## config.mk

```make
export PLATFORM = sky130hd
export DESIGN_NAME = barrel_shifter_left_seq
export DESIGN_NICKNAME = d
export VERILOG_FILES = /design/src/rtl/barrel_shifter_left_seq.sv
export SDC_FILE = /design/constraint.sdc
export NUM_CORES = 1
export LEC_CHECK = 0
export BUFFER_PORTS_ARGS = -buffer_cell sky130_fd_sc_hd__clkbuf_2
export CAP_MARGIN = 20
export CORE_MARGIN = 2
export CORE_UTILIZATION = 40
export CTS_BUF_LIST = sky130_fd_sc_hd__clkbuf_16
export DETAILED_ROUTE_END_ITERATION = 10
export PLACE_DENSITY = 0.66
export SYNTH_ARGS = -nofsm -noshare
export SYNTH_HDL_FRONTEND = slang
export SYNTH_SLANG_ARGS = --single-unit
```

## constraint.sdc

```tcl
create_clock -name clk -period 1.7 [get_ports clk]
set_input_delay 0 -clock clk [delete_from_list [all_inputs] [get_ports clk]]
set_output_delay 0 -clock clk [all_outputs]
set_load 0.01 [all_outputs]
```

## src/rtl/barrel_shifter_left_seq.sv

```systemverilog
// ============================================================================
//  Module      : barrel_shifter_left_seq
//  Description : Bit-serial left shifter (zero-fill or rotate), one position
//                per clock, with valid/ready handshakes on input and output.
//  Revision    : 1.0 - initial release
// ============================================================================
`default_nettype none

module barrel_shifter_left_seq #(
   parameter int WIDTH = 4,
   parameter int SHW   = 2
) (
   input  logic             clk,
   input  logic             rst_n,
   input  logic             in_valid,
   output logic             in_ready,
   input  logic [WIDTH-1:0] d,
   input  logic [SHW-1:0]   s,
   input  logic             rot,
   output logic             out_valid,
   input  logic             out_ready,
   output logic [WIDTH-1:0] y,
   output logic             busy
);

   localparam logic [1:0] c_st_idle  = 2'd0;
   localparam logic [1:0] c_st_shift = 2'd1;
   localparam logic [1:0] c_st_done  = 2'd2;

   localparam logic [SHW-1:0] c_one = SHW'(1);

   logic [1:0]       r_state;
   logic [WIDTH-1:0] r_y;
   logic [SHW-1:0]   r_count;
   logic             r_rot;
   logic [WIDTH-1:0] w_y_shifted;

   // Rotate feeds the MSB back into the LSB; logical mode shifts in a zero.
   assign w_y_shifted = {r_y[WIDTH-2:0], (r_rot & r_y[WIDTH-1])};

   always_ff @(posedge clk or negedge rst_n) begin
      if (!rst_n) begin
         r_state <= c_st_idle;
         r_y     <= '0;
         r_count <= '0;
         r_rot   <= 1'b0;
      end else begin
         case (r_state)
            c_st_idle: begin
               if (in_valid) begin
                  r_y     <= d;
                  r_count <= s;
                  r_rot   <= rot;
                  r_state <= (s != '0) ? c_st_shift : c_st_done;
               end
            end
            c_st_shift: begin
               r_y     <= w_y_shifted;
               r_count <= r_count - c_one;
               if (r_count == c_one) begin
                  r_state <= c_st_done;
               end
            end
            c_st_done: begin
               if (out_ready) begin
                  r_state <= c_st_idle;
               end
            end
            default: begin
               r_state <= c_st_idle;
            end
         endcase
      end
   end

   assign in_ready  = (r_state == c_st_idle);
   assign out_valid = (r_state == c_st_done);
   assign busy      = (r_state == c_st_shift) || (r_state == c_st_done);
   assign y         = r_y;

endmodule

`default_nettype wire

```

==> flow_summary.yaml, run 1 <==
min_path:
  timing.hold.worst.class: "primary input to flop"
floorplan:
  design.core.area_um2: 1270
  fp-row-count: 13
  dieArea_um2: 1650
  chipWidth_um: 40.6
  initial_core_util_pct: 42.2
  die_h_um: 40.6
  top_level_port_count: 18
drt:
  routed_wl_um: 1050
  drt_first_pass_iters: 4
  drcViolationCount: 0
  post_drt_via_cell_ratio: 5.03
  antenna_violating_nets_post_route: 0
  drt-wirelength-per-cell_um: 11.8
  first_iter_violations: 3
  route.vias.total: 448
cts:
  cts_tree: "done"
  cts_max_level: 1
  ctsLongestPathBuffers: 2
  cts_resized: 0
  clk_latency_ns: 0.23
  cts_inserted_buffers: 3
  clkSinkCount: 9
  clk_root_buffer_cell: "sky130_fd_sc_hd__clkbuf_16"
  worst_setup_hold_path_clk_slew_ns: 0.04
timing:
  fin_skew_ns: 0.00349
  final.setup.tns_ns: 0
  setup_repair_after_global_routing_missed_its_margin: "no"
  worstMarginPinSlew_ns: 0.278
  final_worst_path_period_need_ns: 1.44
  finalMaxSlewViolations: 0
  final_min_period_over_clock_period_pct: 84.5
  setup-violations-final: 0
  report.final.hold_viol_count: 0
  worst_case_headroom_to_the_max_slew_limit_pct: 81.5
  fmaxAchievable_mhz: 696
synth:
  synth_fa_ha_area_share_pct: 14.0
  synthDominantAreaCellType: "sky130_fd_sc_hd__dfrtp_1"
  synth_ff_type: "sky130_fd_sc_hd__dfrtp_1"
  yosysTopAreaCellShare_pct: 42.1
  post_synth_inst_count: 53
  syn_area_um2: 536
  ys.warnings.count: 0
  synth_compound_gate_area_share_pct: 12.9
  synth.yosys.seq_area_share_pct: 42.1
  main_combinational_cell_family_by_area_after_synthesis: "adder cells"
  synth-xor-area-share_pct: 0
  yosysUniqueCellTypes: 18
  synth_edf_count: 0
  synthMuxAreaShare_pct: 12.1
  syn-mean-instance-area_um2: 10.1
  postSynthNetCount: 70
  synth-simple-area-share_pct: 13.3
  synth-async-reset-ratio_pct: 100
  ys_ff_latch: 9
  yosys-top-cells-count: "sky130_fd_sc_hd__dfrtp_1, sky130_fd_sc_hd__nand2_1, sky130_fd_sc_hd__o21ai_0"
  netlist_top_cells_area: "sky130_fd_sc_hd__dfrtp_1, sky130_fd_sc_hd__ha_1, sky130_fd_sc_hd__mux2i_1"
  yosys.cell_count.top_type: "sky130_fd_sc_hd__dfrtp_1"
critical_path:
  worstPathBufferInverterCount: 2
  timing.critical_path.to_type: "flop"
  critPathKind: "flop to flop"
  family_of_cells_with_the_greatest_summed_delay_on_the_critical_path: "flip-flops"
  reg2reg_setup_slack_ns: 0.26
  sort_of_element_at_the_start_of_the_critical_path: "flop"
  critPathSlowestCell: "sky130_fd_sc_hd__dfrtp_1"
  critPathMaxFanout: 12
  crit_required_ns: 1.84
  path_cells: "inv_1, ha_1, mux2i_2, buf_4, o21ai_0"
  worstPathArrival_ns: 1.58
  crit_path_largest_cell_delay_ns: 0.38
pwr:
  total_power_uw: 1430
  power_leakage_uw: 0.000356
  pwr_density_cell_nw_per_um2: 2000
  ir_drop_mv: 0.866
job:
  cap_viol_max_count: 0
final_layout:
  fillers: 118
  drive_above_1_share_pct: 31.1
  synthToLayoutAreaGrowth_pct: 33.9
  ff_latch_area_um2: 225
  final_net_count: 92
  num_antenna_cells: 0
  multi_input_comb_area_um2: 280
grt:
  grt_first_pass_wirelength_um: 1640
  overflow: 0
  grt_antenna_before_repair: 0
  first_global_vias: 368
  grt_use_total_pct: 16.6
  grt_max_degree: 13
placement:
  buffer_ports.inserted: 17
  gp_congestion: 0.742
  place_hpwl_um: 843
outcome:
  run_status: "finished clean"
-- sequential cells by signal, indices dropped and copies added (netlist names) --
register	flops
r_count	2
r_rot	1
r_state	2
y	4
-- worst reg2reg max path: stages (launching register included) --
cell and delay, ns:
sky130_fd_sc_hd__dfrtp_1 0.38, sky130_fd_sc_hd__inv_1 0.12, sky130_fd_sc_hd__ha_1 0.33, sky130_fd_sc_hd__mux2i_2 0.12, sky130_fd_sc_hd__buf_4 0.18, sky130_fd_sc_hd__o21ai_0 0.21
-- repair_timing --
item / CTS / global route
hold buffers: 1 / 0
buffers inserted: 0 / 0
setup endpoints to repair: 0 / 0
hold endpoints to repair: 9 / 0
-- where the power goes --
group | switching [µW] | internal [µW] | leakage, µW
combinational | 340 | 287 | 0.000202
clock | 98.2 | 307 | 0.0000423
sequential | 80.3 | 322 | 0.000112
total | 518 | 916 | 0.000356
-- layout make-up --
class,count,share of cell area [%]
Multi-Input combinational cell,39,39.1
Tap cell,15,2.62
Timing Repair Buffer,19,14.3
Clock inverter,1,0.524
Sequential cell,9,31.4
Inverter,3,1.57
Clock buffer,3,10.5
-- cells in the final DEF (no fill, tap or decap), types with 2 or more instances in the layout --
cell,instances
sky130_fd_sc_hd__o21ai_0,8
sky130_fd_sc_hd__nand2_1,8
sky130_fd_sc_hd__mux2i_1,4
sky130_fd_sc_hd__clkbuf_16,3
sky130_fd_sc_hd__inv_1,4
sky130_fd_sc_hd__o2bb2ai_1,2
sky130_fd_sc_hd__clkbuf_2,17
sky130_fd_sc_hd__dfrtp_1,9
sky130_fd_sc_hd__nand2b_1,3
sky130_fd_sc_hd__ha_1,6
-- stage by stage --
| stage | hold WS [ns] | std cells | setup slack [ns] | instance area [µm²] | util [%] |
|---|---|---|---|---|---|
| global route | 0.0116 | 89 | 0.163 | 717 | 56.5 |
| detailed placement | -0.131 | 84 | 0.245 | 628 | 49.5 |
| finish | 0.00218 | 89 | 0.263 | 717 | 56.5 |
| global placement | -0.135 | 84 | 0.310 | 628 | 49.5 |
| CTS | 0.00159 | 89 | 0.245 | 717 | 56.5 |
| floorplan | -0.296 | 53 | 0.323 | 536 | - |
-- cell families (layout without fill, tap and decap cells) --
family,count (synthesis),in the layout
simple gates,15,15
flops,9,9
compound gates,12,12
mux,6,6
fa+ha+maj,6,6
buf+inv,5,26
-- worst paths after layout --
| path | start | cells after the start | end |
|---|---|---|---|
| max | r_state[1]$_DFFE_PN0P_ | 5 | y[2]$_DFFE_PN0P_ |
| min | rot | 2 | r_rot$_DFFE_PN0P_ |
| max reg2reg | r_state[1]$_DFFE_PN0P_ | 5 | y[2]$_DFFE_PN0P_ |
| min reg2reg | r_count[1]$_DFFE_PN0P_ | 2 | r_count[1]$_DFFE_PN0P_ |
| max in group asynchronous | rst_n | 2 | r_state[0]$_DFFE_PN0P_ |
| min in group asynchronous | rst_n | 2 | r_count[0]$_DFFE_PN0P_ |
-- routing by layer --
layer	vias up	GRT usage [%]	wire [µm]
met5	-	0	0
met4	0	7.50	8
met3	2	10.0	83
met2	14	22.2	500
met1	206	20.8	461
li1	226	-	-
No activity file was read; power rests on OpenSTA's default activity.
==> run 2, diff against run 1 <==
--- a/config.mk
+++ b/config.mk
@@ -5,13 +5,13 @@
 export SDC_FILE = /design/constraint.sdc
 export NUM_CORES = 1
 export LEC_CHECK = 0
+export ABC_AREA = 1
 export BUFFER_PORTS_ARGS = -buffer_cell sky130_fd_sc_hd__clkbuf_2
 export CAP_MARGIN = 20
 export CORE_MARGIN = 2
 export CORE_UTILIZATION = 40
 export CTS_BUF_LIST = sky130_fd_sc_hd__clkbuf_16
 export DETAILED_ROUTE_END_ITERATION = 10
-export PLACE_DENSITY = 0.66
 export SYNTH_ARGS = -nofsm -noshare
 export SYNTH_HDL_FRONTEND = slang
 export SYNTH_SLANG_ARGS = --single-unit
==> constraint.sdc (replaced) <==
create_clock -name clk -period 1.48 [get_ports clk]
set_input_delay 0 -clock clk [delete_from_list [all_inputs] [get_ports clk]]
set_output_delay 0 -clock clk [all_outputs]
set_load 0.01 [all_outputs]
==> run 2 against run 1 <==
Highest routed layer is now met3. Largest cell class unchanged. Sequential cell count stayed put. Hold slack better by 0.013 ns. Register-to-register slack worse by 0.08 ns. Wire length is 6.5% higher. Critical path type unchanged. Utilization is 1.9 points lower. Sequential share of layout area is 3.1 points lower. Largest power group unchanged.
==> flow_summary.yaml, run 2 <==
cts:
  clk_root_buffer_cell: "sky130_fd_sc_hd__clkbuf_16"
  clk_latency_ns: 0.24
  clkSinkCount: 9
  cts_inserted_buffers: 3
  post_cts_buffers: 0
  cts_max_level: 1
  ctsLongestPathBuffers: 2
  worst_setup_hold_path_clk_slew_ns: 0.04
  cts_hold_repair.buffers: 2
  cts_resized: 0
  cts_tree: "done"
final_layout:
  synthToLayoutAreaGrowth_pct: 31.2
  drive_above_1_share_pct: 29.0
  mostFrequentLayoutCells: "sky130_fd_sc_hd__nand2_1, sky130_fd_sc_hd__clkbuf_2, sky130_fd_sc_hd__inv_1"
  num_antenna_cells: 0
  final_net_count: 118
  mostFrequentLayoutCell: "sky130_fd_sc_hd__nand2_1"
  fillers: 140
  flip_flop_count_of_the_largest_register_after_layout: 4
synth:
  ys_ff_latch: 9
  ys.warnings.count: 0
  synthDominantAreaCellType: "sky130_fd_sc_hd__dfrtp_1"
  yosys.cell_count.top_type: "sky130_fd_sc_hd__nand2_1"
  postSynthNetCount: 95
  synth-async-reset-ratio_pct: 100
  synth_ff_type: "sky130_fd_sc_hd__dfrtp_1"
  yosysUniqueCellTypes: 13
  synth.yosys.seq_area_share_pct: 37.2
  netlist_top_cells_area: "sky130_fd_sc_hd__dfrtp_1, sky130_fd_sc_hd__nand2_1, sky130_fd_sc_hd__ha_1"
  syn-mean-instance-area_um2: 7.76
  post_synth_inst_count: 78
  synth_edf_count: 0
  syn_area_um2: 606
  yosysTopAreaCellShare_pct: 37.2
  yosys-top-cells-count: "sky130_fd_sc_hd__nand2_1, sky130_fd_sc_hd__inv_1, sky130_fd_sc_hd__dfrtp_1"
timing:
  fmaxAchievable_mhz: 770
  setup-violations-final: 0
  finalMaxSlewViolations: 0
  fin_skew_ns: 0.00420
  worstMarginPinSlew_ns: 0.234
  setup_repair_after_global_routing_missed_its_margin: "no"
  report.final.hold_viol_count: 0
  hold-worst-slack_ns: 0.0152
  final_worst_path_period_need_ns: 1.30
  worst_case_headroom_to_the_max_slew_limit_pct: 84.4
  final.setup.tns_ns: 0
  final_min_period_over_clock_period_pct: 87.8
pwr:
  clkPwrFrac_pct: 26.8
  total_power_uw: 1760
  pwr_density_cell_nw_per_um2: 2210
  power_leakage_uw: 0.000457
  sw_frac_of_total_pct: 40.0
  power.internal_uw: 1050
  power.share.combinational_pct: 48.7
  power.sequential.fraction_pct: 24.5
  ir_drop_mv: 1.14
  power_switching_uw: 704
grt:
  first_global_vias: 472
  grt_use_total_pct: 14.3
  overflow: 0
  grt_first_pass_wirelength_um: 1880
  grt_antenna_before_repair: 0
  grt_max_degree: 13
floorplan:
  die_h_um: 42.9
  initial_core_util_pct: 41.7
  fp-row-count: 14
  top_level_port_count: 18
  dieArea_um2: 1840
  design.core.area_um2: 1450
  chipWidth_um: 42.9
job:
  cap_viol_max_count: 0
drt:
  drt_first_pass_iters: 4
  antenna_violating_nets_post_route: 0
  route.vias.total: 521
  routed_wl_um: 1120
  post_drt_via_cell_ratio: 4.49
  drcViolationCount: 0
  first_iter_violations: 8
  drt-wirelength-per-cell_um: 9.66
critical_path:
  crit_required_ns: 1.64
  crit_path_largest_cell_delay_ns: 0.39
  crit_cells: 7
  timing.critical_path.to_type: "flop"
  crit-reg2reg-launch: "r_state[1]$_DFFE_PN0P_"
  critPathMaxFanout: 12
  reg2reg_setup_slack_ns: 0.18
  timing.reg2reg.worst_path_depth: 7
  worstPathArrival_ns: 1.46
  family_of_cells_with_the_greatest_summed_delay_on_the_critical_path: "flip-flops"
  critPathSlowestCell: "sky130_fd_sc_hd__dfrtp_1"
  r2r_end: "y[0]$_DFFE_PN0P_"
  critPathKind: "flop to flop"
  sort_of_element_at_the_start_of_the_critical_path: "flop"
  path_cells: "inv_1, ha_1, inv_1, nand2_4, and2_4, nand2_1, o21ai_2"
  critical-path-top-cell-by-count: "sky130_fd_sc_hd__inv_1"
  worstPathBufferInverterCount: 2
placement:
  buffer_ports.inserted: 17
  gp_congestion: 0.782
  place_hpwl_um: 898
min_path:
  timing.hold.worst.class: "primary input to flop"
  hold_path.startpoint: "in_valid"
  hold_path_end: "r_rot$_DFFE_PN0P_"
  hold_path_depth: 3
outcome:
  run_status: "finished clean"
[run 2: cell types whose count changed in the layout (fill, tap and decap cells not counted), sizes merged, moves of 2 or more]
cell / delta
nand2: +18
inv: +12
mux2i: -5
nand2b: -3
nand3: +3
nor2: +3
o21ai: +3
o2bb2ai: -2
[run 2: metal layers]
layer  global-route usage (%)  wire (µm)  vias to the layer above
met2                     22.4        538                       10
met1                     16.9        515                      230
li1                         -          -                      281
met4                     3.75          0                        0
met3                     7.66         66                        0
met5                        0          0                        -
[run 2: cell families after synthesis]
| logic type | share of synthesized area, % |
|---|---|
| compound gates | 14.0 |
| simple gates | 24.6 |
| fa+ha+maj | 12.4 |
| flops | 37.2 |
| buf+inv | 11.8 |
[run 2: how the worst max path moves through the flow]
stage | slack [ns] | to | start
detailed placement | 0.18 | y[1]$_DFFE_PN0P_ | r_state[1]$_DFFE_PN0P_
CTS | 0.16 | y[0]$_DFFE_PN0P_ | r_state[1]$_DFFE_PN0P_
global placement | 0.19 | y[3]$_DFFE_PN0P_ | r_state[1]$_DFFE_PN0P_
floorplan | 0.13 | y[2]$_DFFE_PN0P_ | r_state[0]$_DFFE_PN0P_
global route | 0.07 | y[0]$_DFFE_PN0P_ | r_state[0]$_DFFE_PN0P_
finish | 0.18 | y[0]$_DFFE_PN0P_ | r_state[1]$_DFFE_PN0P_
[run 2: area by class of cell]
| class | count | area, µm² | share of cell area [%] |
|---|---|---|---|
| multi-input cells | 53 | 309 | 38.9 |
| flip-flops and latches | 9 | 225 | 28.3 |
| repair buffers | 19 | 105 | 13.2 |
| clock buffers | 3 | 75.1 | 9.45 |
| inverters | 15 | 56.3 | 7.09 |
| well taps | 16 | 20.0 | 2.52 |
| clock inverters | 1 | 3.75 | 0.472 |
[run 2: power by group through the flow]
stage / Clock [µW] / Combinational (µW) / Sequential, µW
5_1_grt: 494 / 972 / 450
4_1_cts: 476 / 872 / 433
3_5_place_dp: 0 / 862 / 437
2_1_floorplan: 0 / 680 / 452
3_3_place_gp: 0 / 854 / 433
6_report: 471 / 855 / 431
[run 2: tightest hold or removal path, cell delays in order]
cell and delay (ns):
sky130_fd_sc_hd__clkbuf_2 0.09, sky130_fd_sc_hd__nand3_1 0.07, sky130_fd_sc_hd__nand2_1 0.05
[run 2: metrics by stage]
step / std cells / setup WS (ns) / utilization, % / area [µm²]
2_1_floorplan: 78 / 0.135 / - / 606
3_3_place_gp: 110 / 0.188 / 47.8 / 696
4_1_cts: 116 / 0.164 / 54.6 / 795
5_1_grt: 116 / 0.0737 / 54.6 / 795
3_5_place_dp: 110 / 0.180 / 47.8 / 696
6_report: 116 / 0.181 / 54.6 / 795
